`config.mk`:
```
export PLATFORM = sky130hd
export DESIGN_NAME = store_debouncer
export DESIGN_NICKNAME = d
export VERILOG_FILES = /design/src/rtl/store_pkg.sv /design/src/rtl/sync2.sv /design/src/rtl/store_debouncer.sv
export SDC_FILE = /design/constraint.sdc
export NUM_CORES = 1
export LEC_CHECK = 0
export ABC_CLOCK_PERIOD_IN_PS = 2600
export BUFFER_PORTS_ARGS = -buffer_cell sky130_fd_sc_hd__buf_2
export CORE_ASPECT_RATIO = 1.1
export CORE_MARGIN = 4
export CORE_UTILIZATION = 56
export DETAILED_ROUTE_END_ITERATION = 12
export GPL_TIMING_DRIVEN = 0
export PLACE_DENSITY = 0.88
export SETUP_SLACK_MARGIN = 0.02
export SLEW_MARGIN = 20
export SYNTH_ARGS = -nofsm -noshare
export SYNTH_HDL_FRONTEND = slang
export SYNTH_SLANG_ARGS = --single-unit
export TNS_END_PERCENT = 30
```
`constraint.sdc`:
```
create_clock -name clk -period 2.6 [get_ports clk]
set_clock_uncertainty 0.1 [all_clocks]
set_input_delay 0 -clock clk [delete_from_list [all_inputs] [get_ports clk]]
set_output_delay 0 -clock clk [all_outputs]
set_load 0.1 [all_outputs]
```
`src/rtl/store_pkg.sv`:
```
// Shared definitions for the store input conditioner and memory_system:
// FSM state encoding and default widths/debounce length.
package store_pkg;

  // 10 ms of stable input at 100 MHz
  localparam int DEBOUNCE_CYCLES_DEF = 1_000_000;

  // Widths shared with memory_system
  localparam int DATA_W_DEF = 8;
  localparam int ADDR_W_DEF = 2;

  typedef enum logic [2:0] {
    IDLE         = 3'd0,
    PRESS_WAIT   = 3'd1,
    FIRE         = 3'd2,
    HELD         = 3'd3,
    RELEASE_WAIT = 3'd4
  } state_t;

endpackage

```
`src/rtl/sync2.sv`:
```
// Parameterized-width two flip-flop synchronizer for asynchronous inputs.
// Deliberately not reset: a button held through reset must appear on the
// synchronized output as soon as the clock runs, so no false edge is seen.
module sync2 #(
  parameter int WIDTH = 1
) (
  input  logic             clk,
  input  logic [WIDTH-1:0] d,
  output logic [WIDTH-1:0] q
);

  logic [WIDTH-1:0] meta_p0;
  logic [WIDTH-1:0] sync_p1;

  // stage 0 captures the raw input, stage 1 settles metastability
  always_ff @(posedge clk) begin
    meta_p0 <= d;
    sync_p1 <= meta_p0;
  end

  assign q = sync_p1;

endmodule

```
`src/rtl/store_debouncer.sv`:
```
// Store pushbutton conditioner: synchronizes button and switches, debounces
// the button and emits one single-cycle store strobe per press, together with
// registered data/addr that hold until the next strobe.
// Optional feature: define STORE_AUTO_INC_EN to drive addr from an internal
// wrapping write pointer instead of the address switches.
module store_debouncer
  import store_pkg::*;
#(
  parameter int DEBOUNCE_CYCLES = DEBOUNCE_CYCLES_DEF,
  parameter int DATA_W          = DATA_W_DEF,
  parameter int ADDR_W          = ADDR_W_DEF
) (
  input  logic              clk,
  input  logic              reset,
  input  logic              btn_store,
  input  logic [DATA_W-1:0] sw_data,
  input  logic [ADDR_W-1:0] sw_addr,
  output logic [DATA_W-1:0] data,
  output logic [ADDR_W-1:0] addr,
  output logic              store,
  output logic              busy
);

  localparam int CNT_W = (DEBOUNCE_CYCLES > 1) ? $clog2(DEBOUNCE_CYCLES) : 1;
  localparam logic [CNT_W-1:0] CNT_LAST = CNT_W'(DEBOUNCE_CYCLES - 1);

  logic              btn_s;
  logic [DATA_W-1:0] sw_data_s;
  logic [ADDR_W-1:0] sw_addr_s;

  logic              btn_prev;
  state_t            state;
  state_t            state_next;
  logic [CNT_W-1:0]  cnt;
  logic [CNT_W-1:0]  cnt_next;
  logic              load;

  // ---- synchronizer stage boundary ----
  sync2 #(.WIDTH(1)) u_sync_btn (
    .clk (clk),
    .d   (btn_store),
    .q   (btn_s)
  );

  sync2 #(.WIDTH(DATA_W + ADDR_W)) u_sync_sw (
    .clk (clk),
    .d   ({sw_data, sw_addr}),
    .q   ({sw_data_s, sw_addr_s})
  );

  // next-state, counter and load decode; counter restarts on every transition
  always_comb begin
    state_next = state;
    cnt_next   = cnt;
    case (state)
      IDLE: begin
        if (btn_s && !btn_prev) state_next = PRESS_WAIT;
      end
      PRESS_WAIT: begin
        if (!btn_s)               state_next = IDLE;
        else if (cnt == CNT_LAST) state_next = FIRE;
      end
      FIRE: begin
        state_next = HELD;
      end
      HELD: begin
        if (!btn_s) state_next = RELEASE_WAIT;
      end
      RELEASE_WAIT: begin
        if (btn_s)                state_next = HELD;
        else if (cnt == CNT_LAST) state_next = IDLE;
      end
      default: begin
        state_next = IDLE;
      end
    endcase

    if (state_next != state)
      cnt_next = '0;
    else if ((state == PRESS_WAIT) || (state == RELEASE_WAIT))
      cnt_next = cnt + 1'b1;

    load = (state_next == FIRE);
  end

  // FSM state, debounce counter and edge-detect history
  always_ff @(posedge clk) begin
    if (reset) begin
      state    <= IDLE;
      cnt      <= '0;
      btn_prev <= 1'b1;
    end else begin
      state    <= state_next;
      cnt      <= cnt_next;
      btn_prev <= btn_s;
    end
  end

  assign store = (state == FIRE);
  assign busy  = (state != IDLE);

  // ---- output register stage boundary ----
`ifdef STORE_AUTO_INC_EN
  logic [ADDR_W-1:0] wr_ptr;
  logic              sw_addr_unused;

  assign sw_addr_unused = ^sw_addr_s;

  // write pointer advances as FIRE is left, wrapping naturally at 2^ADDR_W
  always_ff @(posedge clk) begin
    if (reset)
      wr_ptr <= '0;
    else if (state == FIRE)
      wr_ptr <= wr_ptr + 1'b1;
  end

  // capture data and the pointer used for this strobe on entry to FIRE
  always_ff @(posedge clk) begin
    if (reset) begin
      data <= '0;
      addr <= '0;
    end else if (load) begin
      data <= sw_data_s;
      addr <= wr_ptr;
    end
  end
`else
  // capture switch values on entry to FIRE; hold them until the next strobe
  always_ff @(posedge clk) begin
    if (reset) begin
      data <= '0;
      addr <= '0;
    end else if (load) begin
      data <= sw_data_s;
      addr <= sw_addr_s;
    end
  end
`endif

endmodule

```
==> run metrics <==
Post-Syn Area=0.00203 sq mm; syn nets=208; Synth Area in XOR/XNOR=8.61%; H-tree depth=2; core area=0.00341 sq mm; kind of critical path=flop to flop; Hold Violations, Final=0; GRT met3 Usage=4.70%; Yosys top cell by area=dfxtp_1; measured slew at the worst slew-check pin=0.837 ns; Fmax achieved=422 MHz; GPL Wtd Cong=just under 0.8; Max-Slew Margin vs Limit=43.7%; hold path startpoint=sw_data[2]; worst hold stages=2; M2 GR Usage=36.6%; RSZ-0062 raised after global routing=false; worst r2r path cells=7; R2R setup slack=around 0.23 ns; clock buffer depth=2; initial antenna violation count=0; sequential share of the synthesized area=55.1%; Post-synth EDFFs=0; clk sinks=56; largest family of logic cells by synthesized area=simple AND/OR/NAND/NOR gates; fin. max-slew vios=0; CP arrival=roughly 2.5 ns; dpl cells=266; Worst setup EP type=flop; Top FF cell, synth=dfxtp_1; Final #Nets=251; GR Overflow Total=0; GRT busiest layer=met2; Final setup violation count=0; Reg-to-Reg Start=cnt[0]; CP required=2.75 ns; status=complete, no violations; Distinct cells, synth=38; # rows=22; setup slack at placement=0.285 ns; top cell type's share of synthesized area=55.1%; top cells by area, synth=dfxtp_1 (55%), mux2i_1 (5.9%), nor3_1 (5.2%), xor2_1 (5.2%), xnor2_1 (3.4%); post-DP HPWL=2610 um; root buffer cell=clkbuf_4; routed wire length=4220 um; Power Density=557 mW/mm^2; largest net degree at the start of global routing=19; post-layout util=roughly 70%; IO Port Bufs=24; vias per cell=about 5.4; first-pass GRT wire length=7030 um; maxcap violations=0; post-synthesis mux area share=5.90%; Die X=65.5 um; global-route track usage on met1=22.1%; Compound-Gate Fraction of Synth Area=about 4.4%; cells after synthesis=194; CP Launch Point=cnt[0]; VDD IR max=roughly 0.52 mV; synthesis-stage register bit count=56; routed vias=1532; number of global-route vias before repair=about 1500; syn avg cell area=10.5 sq um; Adder-Cell Fraction of Synth Area=0.615%; Total GRT Usage=19.7%; Clock transition at path regs=0.16 ns; Post-synth ARST share=0%; Fin Setup TNS=0 ns; worst-path maximum fanout=10; post-CTS setup buffers=0; die area=0.00466 sq mm; n_diodes=0; TritonCTS Buffers=5; worst min path class=primary input to flop; I/O pins=25; crit share post-route=91.1%; crit path launch type=flop; FF-to-FF End=cnt[14]; router iterations before antenna repair=4; top-count cell post-synth=dfxtp_1; warnings from Yosys=0; CTS tree=built; share of cells above drive strength 1=between 10% and 20%; antenna-violating nets left=0; Synth top cells by count=dfxtp_1 (56), nor3_1 (21), nor2_1 (17), mux2i_1 (12), xor2_1 (12); Die Ht=71.2 um; Pleak=1.01 nW; filler cell count=262; worst setup margin=0.232 ns; drt drc=0; Starting Density=about three fifths; initial DRC count=a little under 100; area grow syn2layout=17.9%; average wire per standard cell=roughly 15 um; Hold EP=u_sync_sw.meta_p0[4]; Period minus WS final=2.37 ns; simple-gate share of the synthesized area=22.6%; fin cells=286; final hold slack=approximately 0.15 ns; latest clock arrival within the worst-skew pair=0.38 ns
## routing by layer
| metal | wire, um | vias to the layer above | part of all wire, % |
|---|---|---|---|
| met4 | 74 | 0 | 1.8 |
| met2 | 2250 | 30 | 53 |
| met5 | 0 | - | 0 |
| met1 | 1770 | 731 | 42 |
| met3 | 123 | 7 | 2.9 |
| li1 | - | 764 | - |
## worst max-delay path, stage by stage, from the launching register on
cell and delay, ns:
dfxtp_1 0.44, ha_1 0.24, nand4_1 0.22, nor4_4 0.43
nand4_1 0.17, nand3_1 0.15, clkbuf_1 0.38, nor3_1 0.11
## area by class of cell
| cell class | count | area, sq um | area share, % |
|---|---|---|---|
| buffer | 9 | 46.3 | 1.93 |
| inverter | 3 | 11.3 | 0.469 |
| clock buffer | 5 | 37.5 | 1.56 |
| clock inverter | 3 | 21.3 | 0.887 |
| multi-input combinational | 126 | 861 | 35.9 |
| sequential | 56 | 1120 | 46.7 |
| tap | 48 | 60.1 | 2.50 |
| timing repair buffer | 36 | 240 | 10.0 |
## metrics by stage
stage               area, sq um  power [mW]
floorplan                  2040       0.934
global route               2400        1.39
global placement           2220       0.951
finish                     2400        1.34
CTS                        2400        1.34
detailed placement         2220       0.953
## how the worst max path moves through the flow
stage / to / slack, ns / cells after the start
global route: cnt[4] / 0.03 / 7
global placement: cnt[14] / 0.34 / 7
floorplan: cnt[0] / 0.52 / 6
finish: cnt[14] / 0.23 / 7
detailed placement: cnt[14] / 0.29 / 7
CTS: cnt[14] / 0.24 / 7
## kinds of logic (layout without fill, tap and decap cells)
| family | count (synthesis) | in the layout |
|---|---|---|
| AND/OR/NAND/NOR | 81 | 81 |
| flip-flops | 56 | 56 |
| XOR/XNOR | 20 | 20 |
| AO/OA/AOI/OAI | 12 | 12 |
| multiplexers | 12 | 12 |
| buffers and inverters | 12 | 56 |
| adder cells (fa/ha/maj) | 1 | 1 |
## cell usage in the layout (no fill, tap or decap), types with 2 or more instances in the layout
| cell | Yosys | layout |
|---|---|---|
| and4_1 | 3 | 3 |
| xor2_1 | 12 | 12 |
| nor3_1 | 21 | 21 |
| inv_1 | 3 | 3 |
| dlygate4sd3_1 | 0 | 12 |
| dfxtp_1 | 56 | 56 |
| clkbuf_1 | 5 | 5 |
| buf_2 | 1 | 25 |
| nand3_1 | 7 | 7 |
| nor4_1 | 2 | 2 |
| nor2b_1 | 2 | 2 |
| a31oi_1 | 2 | 2 |
| clkbuf_4 | 0 | 5 |
| nand4b_1 | 2 | 2 |
| mux2i_1 | 12 | 12 |
| xnor2_1 | 8 | 8 |
| a21oi_1 | 3 | 3 |
| and3_1 | 2 | 2 |
| buf_4 | 3 | 3 |
| nor2_1 | 17 | 17 |
| nand4_1 | 5 | 5 |
| nand2_1 | 9 | 9 |
## state kept, by name, summed over array words and instances, names as in the netlist
name,flops
state,3
u_sync_btn.meta_p0,1
cnt,20
btn_prev,1
data,8
u_sync_sw.meta_p0,10
addr,2
u_sync_sw.q,10
u_sync_btn.q,1
## what timing repair did
| item | in CTS | in global routing |
|---|---|---|
| hold buffers | 12 | 0 |
| hold endpoints to repair | 15 | 0 |
| resized for setup | 0 | 0 |
## power by group
group | internal [mW] | total, mW | switching [mW] | leakage (nW)
Combinational | 0.0292 | 0.0639 | 0.0347 | 0.515
Clock | 0.108 | 0.384 | 0.276 | 0.0316
Sequential | 0.879 | 0.887 | 0.00798 | 0.460
Total | 1.02 | 1.34 | 0.319 | 1.01
(Power assumes the default switching activity.)
